--- src/rtl/activation_arbiter_pkg.sv ---
// Shared constants and helpers for the activation arbiter slice.
// Q4.4 format, LUT geometry and the round-robin winner search.
package activation_arbiter_pkg;

  localparam int DATA_W    = 8;
  localparam int FRAC_W    = 4;
  localparam int ONE       = 16;
  localparam int LUT_DEPTH = 16;
  localparam int MAX_REQ   = 16;

  // Returns {found, index}; scanning far-to-near lets the nearest requester after 'last' win.
  function automatic logic [4:0] rrNext(input logic [MAX_REQ-1:0] req,
                                        input logic [3:0]         last,
                                        input int                 nReq);
    logic [4:0] result;
    int         idx;
    result = '0;
    for (int i = MAX_REQ; i >= 1; i--) begin
      if (i <= nReq) begin
        idx = (int'(last) + i) % nReq;
        if (req[idx]) result = {1'b1, 4'(idx)};
      end
    end
    return result;
  endfunction

endpackage

--- src/rtl/activation_arbiter_act.sv ---
// Combinational sigmoid activation: 16-entry LUT on the integer part of a Q4.4 z,
// linearly interpolated on the fractional part and saturated to 8 bits.
module act_lut_interp
  import activation_arbiter_pkg::*;
(
  input  logic signed [DATA_W-1:0] z_value,
  output logic signed [DATA_W-1:0] a
);

  logic [3:0]        w_addr;
  logic [3:0]        w_addr_next;
  logic [FRAC_W-1:0] w_rem;
  logic signed [15:0] w_base;
  logic signed [15:0] w_next;
  logic signed [15:0] w_prod;
  logic signed [15:0] w_sum;

  function automatic logic signed [DATA_W-1:0] lutVal(input logic [3:0] addr);
    case (addr)
      4'd0:    lutVal = 8'sd8;
      4'd1:    lutVal = 8'sd12;
      4'd2:    lutVal = 8'sd14;
      4'd3:    lutVal = 8'sd15;
      4'd4, 4'd5, 4'd6, 4'd7: lutVal = 8'sd16;
      4'd13:   lutVal = 8'sd1;
      4'd14:   lutVal = 8'sd2;
      4'd15:   lutVal = 8'sd4;
      default: lutVal = 8'sd0;
    endcase
  endfunction

  assign w_addr = z_value[DATA_W-1:FRAC_W];
  assign w_rem  = z_value[FRAC_W-1:0];
  // Entry 7 is the most positive z; it interpolates flat instead of wrapping to z = -8.
  assign w_addr_next = (w_addr == 4'd7) ? w_addr : w_addr + 4'd1;

  always_comb begin
    w_base = 16'(lutVal(w_addr));
    w_next = 16'(lutVal(w_addr_next));
    w_prod = (w_next - w_base) * $signed(16'(w_rem));
    w_sum  = w_base + w_prod / 16'(ONE);
    if (w_sum > 16'sd127)       a = 8'sd127;
    else if (w_sum < -16'sd128) a = 8'sh80;
    else                        a = w_sum[DATA_W-1:0];
  end

endmodule

--- src/rtl/activation_arbiter.sv ---
// Round-robin sharing of one activation unit among N_REQ requesters,
// with a two-stage stallable pipeline returning tagged results.
module activation_arbiter #(
  parameter int N_REQ  = 4,
  parameter int ID_W   = 2,
  parameter int DATA_W = 8
) (
  input  logic                    clk,
  input  logic                    rst,
  input  logic [N_REQ-1:0]        req,
  input  logic [N_REQ*DATA_W-1:0] z_value,
  output logic [N_REQ-1:0]        ack,
  output logic                    a_valid,
  output logic signed [DATA_W-1:0] a_data,
  output logic [ID_W-1:0]         a_id,
  input  logic                    a_ready,
  output logic                    busy
);
  import activation_arbiter_pkg::*;

  logic                     r_s1_v;
  logic signed [DATA_W-1:0] r_s1_z;
  logic [ID_W-1:0]          r_s1_id;
  logic [ID_W-1:0]          r_last;

  logic                     w_s2_adv;
  logic                     w_s1_adv;
  logic [MAX_REQ-1:0]       w_req_ext;
  logic [4:0]               w_sel;
  logic                     w_grant;
  logic [ID_W-1:0]          w_win;
  logic signed [DATA_W-1:0] w_win_z;
  logic signed [DATA_W-1:0] w_act;

  assign w_s2_adv = !a_valid || a_ready;
  assign w_s1_adv = !r_s1_v || w_s2_adv;

  always_comb begin
    w_req_ext = '0;
    w_req_ext[N_REQ-1:0] = req;
  end

  assign w_sel   = rrNext(w_req_ext, 4'(r_last), N_REQ);
  assign w_win   = w_sel[ID_W-1:0];
  // Gating with rst keeps ack quiet while the design is held in reset.
  assign w_grant = rst && w_s1_adv && w_sel[4] && (int'(w_sel[3:0]) < N_REQ);
  assign w_win_z = z_value[int'(w_win)*DATA_W +: DATA_W];

  always_comb begin
    ack = '0;
    if (w_grant) ack[w_win] = 1'b1;
  end

  always_ff @(posedge clk or negedge rst) begin
    if (!rst) begin
      r_s1_v  <= 1'b0;
      r_s1_z  <= '0;
      r_s1_id <= '0;
      r_last  <= ID_W'(N_REQ - 1);
    end else if (w_s1_adv) begin
      if (w_grant) begin
        r_s1_v  <= 1'b1;
        r_s1_z  <= w_win_z;
        r_s1_id <= w_win;
        r_last  <= w_win;
      end else begin
        r_s1_v  <= 1'b0;
      end
    end
  end

  act_lut_interp u_act (
    .z_value (r_s1_z),
    .a       (w_act)
  );

  // Data and tag only move with a valid S1 entry so bubbles leave the last result visible.
  always_ff @(posedge clk or negedge rst) begin
    if (!rst) begin
      a_valid <= 1'b0;
      a_data  <= '0;
      a_id    <= '0;
    end else if (w_s2_adv) begin
      a_valid <= r_s1_v;
      if (r_s1_v) begin
        a_data <= w_act;
        a_id   <= r_s1_id;
      end
    end
  end

  assign busy = r_s1_v || a_valid;

endmodule

--- config.mk ---
export PLATFORM = sky130hd
export DESIGN_NAME = activation_arbiter
export DESIGN_NICKNAME = d
export VERILOG_FILES = /design/src/rtl/activation_arbiter_pkg.sv /design/src/rtl/activation_arbiter_act.sv /design/src/rtl/activation_arbiter.sv
export SDC_FILE = /design/constraint.sdc
export NUM_CORES = 1
export LEC_CHECK = 0
export BUFFER_PORTS_ARGS = -buffer_cell sky130_fd_sc_hd__buf_2
export CAP_MARGIN = 5
export CORE_MARGIN = 4
export CORE_UTILIZATION = 45
export CTS_BUF_LIST = sky130_fd_sc_hd__clkbuf_16
export CTS_CLUSTER_DIAMETER = 60
export DETAILED_ROUTE_END_ITERATION = 8
export GPL_ROUTABILITY_DRIVEN = 0
export GPL_TIMING_DRIVEN = 1
export HOLD_SLACK_MARGIN = 0.08
export PLACE_DENSITY = 0.76
export SYNTH_ARGS = -nofsm -noshare
export SYNTH_HDL_FRONTEND = slang
export SYNTH_SLANG_ARGS = --single-unit
export TNS_END_PERCENT = 100
--- constraint.sdc ---
create_clock -name clk -period 14.6 [get_ports clk]
set_input_delay 2.19 -clock clk [delete_from_list [all_inputs] [get_ports clk]]
set_output_delay 2.19 -clock clk [all_outputs]
set_load 0.005 [all_outputs]
==> results of run 1 <==
[per-stage QoR]
step / hold WS [ns] / instances / instance area, sq um
finish: 0.493 / 591 / 4270
global route: 0.508 / 591 / 4270
CTS: 0.497 / 591 / 4270
detailed placement: 0.483 / 587 / 4160
global placement: 0.482 / 587 / 4160
floorplan: 0.461 / 435 / 3770
[flip-flops by register name, summed over array words and instances, names as in the netlist]
register,count
r_last,2
a_id,2
r_s1_z,8
r_s1_v,1
r_s1_id,2
a_data,8
a_valid,1
[cell families (layout without fill, tap and decap cells)]
family,count (synthesis),after routing,synth area share
compound gates,113,113,0.221
fa+ha+maj,68,68,0.273
buf+inv,59,110,0.0590
simple gates,135,135,0.193
flops,24,24,0.160
mux,23,23,0.0646
xor+xnor,13,13,0.0302
[critical path: cells and delay by family (launching register included)]
kind                     cells  cell delay [ns]
adder cells (fa/ha/maj)     10             3.83
AND/OR/NAND/NOR              4             0.88
buffers and inverters        1             0.06
flip-flops                   1             0.46
AO/OA/AOI/OAI               15             3.43
[layer usage]
layer	track usage	vias up
li1	-	1637
met1	0.230	1549
met2	0.328	75
met3	0.0126	4
met4	0.0294	0
met5	0	-
[synth_stat cells, types with 5 or more instances]
library cell   n  area, sq um
ha_1          44          551
dfrtp_1       22          551
a211oi_1       9         67.6
clkbuf_1       9         33.8
xor2_1         6         52.6
mux2i_1       12          120
inv_1         48          180
xnor2_1        7         61.3
nand2b_1       7         43.8
o21ai_0       13         65.1
nand2_1       26         97.6
o21ai_1        5         25.0
fa_1          24          480
a21o_1        13         97.6
o211ai_1       7         52.6
a21oi_1       26          130
nor2_1        23         86.3
nand3_1        6         30.0
nor3_1         6         30.0
and2_1        25          156
mux2_2        11          124
nor2b_1       21          131
[cell type report]
cell class,count,area share
multi-input cells,352,0.692
flip-flops and latches,24,0.141
repair buffers,57,0.0686
inverters,49,0.0431
well taps,105,0.0308
clock buffers,3,0.0176
clock inverters,1,0.00703
[worst paths after layout]
path	start	to	slack (ns)	cells after the start
setup / recovery	r_s1_z[4]	a_data[3]	5.84	30
hold / removal	a_data[4]	a_data[4]	0.49	1
setup reg to reg	r_s1_z[4]	a_data[3]	5.84	30
hold reg to reg	a_data[4]	a_data[4]	0.49	1
max in group asynchronous	rst	r_last[0]	12.33	1
min in group asynchronous	rst	r_s1_id[1]	1.91	1
==> flow_summary.ini, run 1 <==
[run_status]
status = finished, final reports clean

[timing]
period_share = 0.600
final_hold_viol_count = 0
fmax_mhz = 114
rsz0062_at_grt = no
setup_viol = 0
worst_slack_ns = 5.84
slew_headroom = 0.518
fin_skew_ns = 0.00322
report.final.slew_viol_count = 0
worst_pin_slew_ns = 0.722
post-route-min-period_ns = 8.76
tns_ns = 0

[layout]
multi_input_area_sq_mm = 0.00295
diodes = 0
final_common_cell = buf_2
nFillCells = 775
seqCellArea_sq_um = 603
mostFrequentLayoutCells = buf_2, inv_1, ha_1
fin_util = 0.522
layout.nets = 594
area_delta_synth_final_pct = 13.1
layout-drive-gt1-share = 0.179

[detailed_routing]
drc = 0
vias = 3265
wl_met3_microns = 308
via_per_inst = 5.52
firstDrtPassIters = 4
first_iter_violations = 112
wirelength_microns = 8420
dr_wl_met2_microns = 4160
wl_per_cell_microns = 14.2
routed.top_layer = met4
wl_met1_microns = 3890
antenna_left = 0

[setup_path]
path_max_fanout = 10
required_ns = 14.74
critical_path_class = flop to flop
arrival_ns = 8.89
start_kind = flop
end_kind = flop
critPathMaxStageDelay_ns = 0.51
cpMaxStageDelayCell = fa_1

[global_route]
grt_max_degree = 26
grt_pass1_wl_microns = 14900
first_global_vias = 3322
grt_usage = 0.177
grt_overflow = 0
antenna_found_initial = 0

[clocking]
postCtsSetupBuffers = 0
clock_path_buffers = 2
h-tree-depth = 1
clk_latency_ns = 0.25
cts_resized = 0
clock-sinks = 24
postCtsHoldBufs = 0
cts_root_buffer = clkbuf_16
numCtsBuffers = 3
tritoncts = yes
cts.clk_slew.worst_paths_ns = 0.06

[floorplan]
row_count = 33
die_area_sq_mm = 0.00992
start_util = 0.462
core_sq_mm = 0.00818
ios = 55
die_y_microns = 99.6
die_x_microns = 99.6

[yosys]
synth_edf_count = 0
yosysSeqAreaShare = 0.160
synthesis.area_sq_mm = 0.00377
syn_avg_cell_area_sq_um = 8.68
ys_async_sr_fraction = 1.00
ys.flop_type = dfrtp_1
syn-num-nets = 542
synth-seq-cells = 24
syn_inst = 435
synth_warnings = 0
ys_types = 64

[place]
dpl.hpwl_microns = 7100
portBuffers = 54
pre_cts_ws_ns = 5.85

[job]
max_cap_viol_count = 0

[worst_hold_path]
hp-class = flop to flop
Power of run 1 is not shown: default switching activity piles up to over one toggle a cycle in this logic, so the estimate is an artifact.
==> run 2: changes to the inputs <==
==> constraint.sdc (replaced) <==
create_clock -name clk -period 8.7 [get_ports clk]
set_input_delay 1.305 -clock clk [delete_from_list [all_inputs] [get_ports clk]]
set_output_delay 1.305 -clock clk [all_outputs]
set_load 0.005 [all_outputs]
==> flow_summary.ini, run 2 (synthesis gave the netlist of run 1 again) <==
[run_status]
status = finished, final reports clean

[setup_path]
critPathMaxStageDelay_ns = 0.53
cpMaxStageDelayCell = fa_1
critical_path_class = flop to flop
crit_family = adder cells
end_kind = flop
regToRegStartpoint = r_s1_z[4]
crit_path_start = r_s1_z[4]
r2r_end = a_data[3]
cp_num_buf_inv = 1
arrival_ns = 8.46
required_ns = 8.85
ff2ff_setup_slack_ns = 0.39
rr_worst_depth = 30
path_max_fanout = 9
cp.depth = 30
cp_common_cell = ha_1
start_kind = flop
endpoint = a_data[3]

[floorplan]
start_util = 0.462
core_sq_mm = 0.00818
die_x_microns = 99.6
die_y_microns = 99.6
die_area_sq_mm = 0.00992
ios = 55
row_count = 33

[global_route]
antenna_found_initial = 0
grt_usage = 0.175
grt_overflow = 0
grt_max_degree = 26
grt_pass1_wl_microns = 14600
first_global_vias = 3263

[detailed_routing]
drc = 0
vias = 3270
first_iter_violations = 126
wirelength_microns = 8540
antenna_left = 0
firstDrtPassIters = 5
wl_per_cell_microns = 14.4
via_per_inst = 5.51

[timing]
setup_viol = 0
tns_ns = 0
rsz0062_at_grt = no
post-route-min-period_ns = 8.31
period_share = 0.955
report.final.slew_viol_count = 0
fmax_mhz = 120
slew_headroom = 0.485
final_hold_viol_count = 0
fin_skew_ns = 0.00632
worst_pin_slew_ns = 0.772

[place]
portBuffers = 54
dpl.hpwl_microns = 7100

[job]
max_cap_viol_count = 0

[layout]
final_common_cell = buf_2
layout.nets = 596
largestRegisters = a_data (8), r_s1_z (8)
multi_input_area_sq_mm = 0.00299
area_delta_synth_final_pct = 14.5
seqCellArea_sq_um = 606
diodes = 0
layout-drive-gt1-share = 0.205
nFillCells = 771
mostFrequentLayoutCells = buf_2, inv_1, ha_1

[worst_hold_path]
min_from = a_data[3]
hp-class = flop to flop

[clocking]
numCtsBuffers = 3
tritoncts = yes
clk_latency_ns = 0.26
cts_root_buffer = clkbuf_16
clock-sinks = 24
cts.clk_slew.worst_paths_ns = 0.06
clock_path_buffers = 2
h-tree-depth = 1
[run 2: worst reg2reg max path: cells and delay by family (launching register included)]
kind	cells	cell delay (ns)
AND/OR/NAND/NOR	5	1.17
adder cells (fa/ha/maj)	10	3.69
buffers and inverters	1	0.06
AO/OA/AOI/OAI	14	2.80
flip-flops	1	0.46
[run 2: repair_timing]
action,CTS,global route
setup buffers,0,1
resized for setup,0,13
hold buffers,0,0
endpoints found under the hold margin,0,0
endpoints found under the setup margin,0,7
[run 2: stage by stage]
stage	util	hold WS, ns	cells	area, sq um	setup slack, ns
global placement	0.510	0.482	588	4170	0.533
finish	0.529	0.506	593	4320	0.388
global route	0.529	0.516	593	4320	0.00685
detailed placement	0.510	0.491	588	4170	0.159
CTS	0.523	0.509	592	4280	0.174
floorplan	-	0.461	435	3770	0.634
[run 2: worst min-delay path by stage]
stage | cells past startpoint | slack, ns | to
after global routing | 1 | 0.52 | a_data[2]
after CTS | 1 | 0.51 | a_data[4]
after detailed placement | 1 | 0.49 | a_data[2]
after global placement | 1 | 0.48 | a_data[4]
final | 1 | 0.51 | a_data[3]
after floorplan | 2 | 0.46 | r_s1_id[0]
[run 2: metal layers]
layer  part of all wire  track usage  up-vias
met4              0.012       0.0410        0
met1               0.47        0.233     1538
met5                  0            0        -
met3              0.044       0.0217       10
li1                   -            -     1640
met2               0.48        0.303       82
[run 2: area by class of cell]
type                    instances  share of cell area
multi-input cells             352               0.691
flip-flops and latches         24               0.140
repair buffers                 59              0.0712
inverters                      49              0.0426
well taps                     105              0.0304
clock buffers                   3              0.0174
clock inverters                 1             0.00695
Power of run 2 is left out for the same reason.
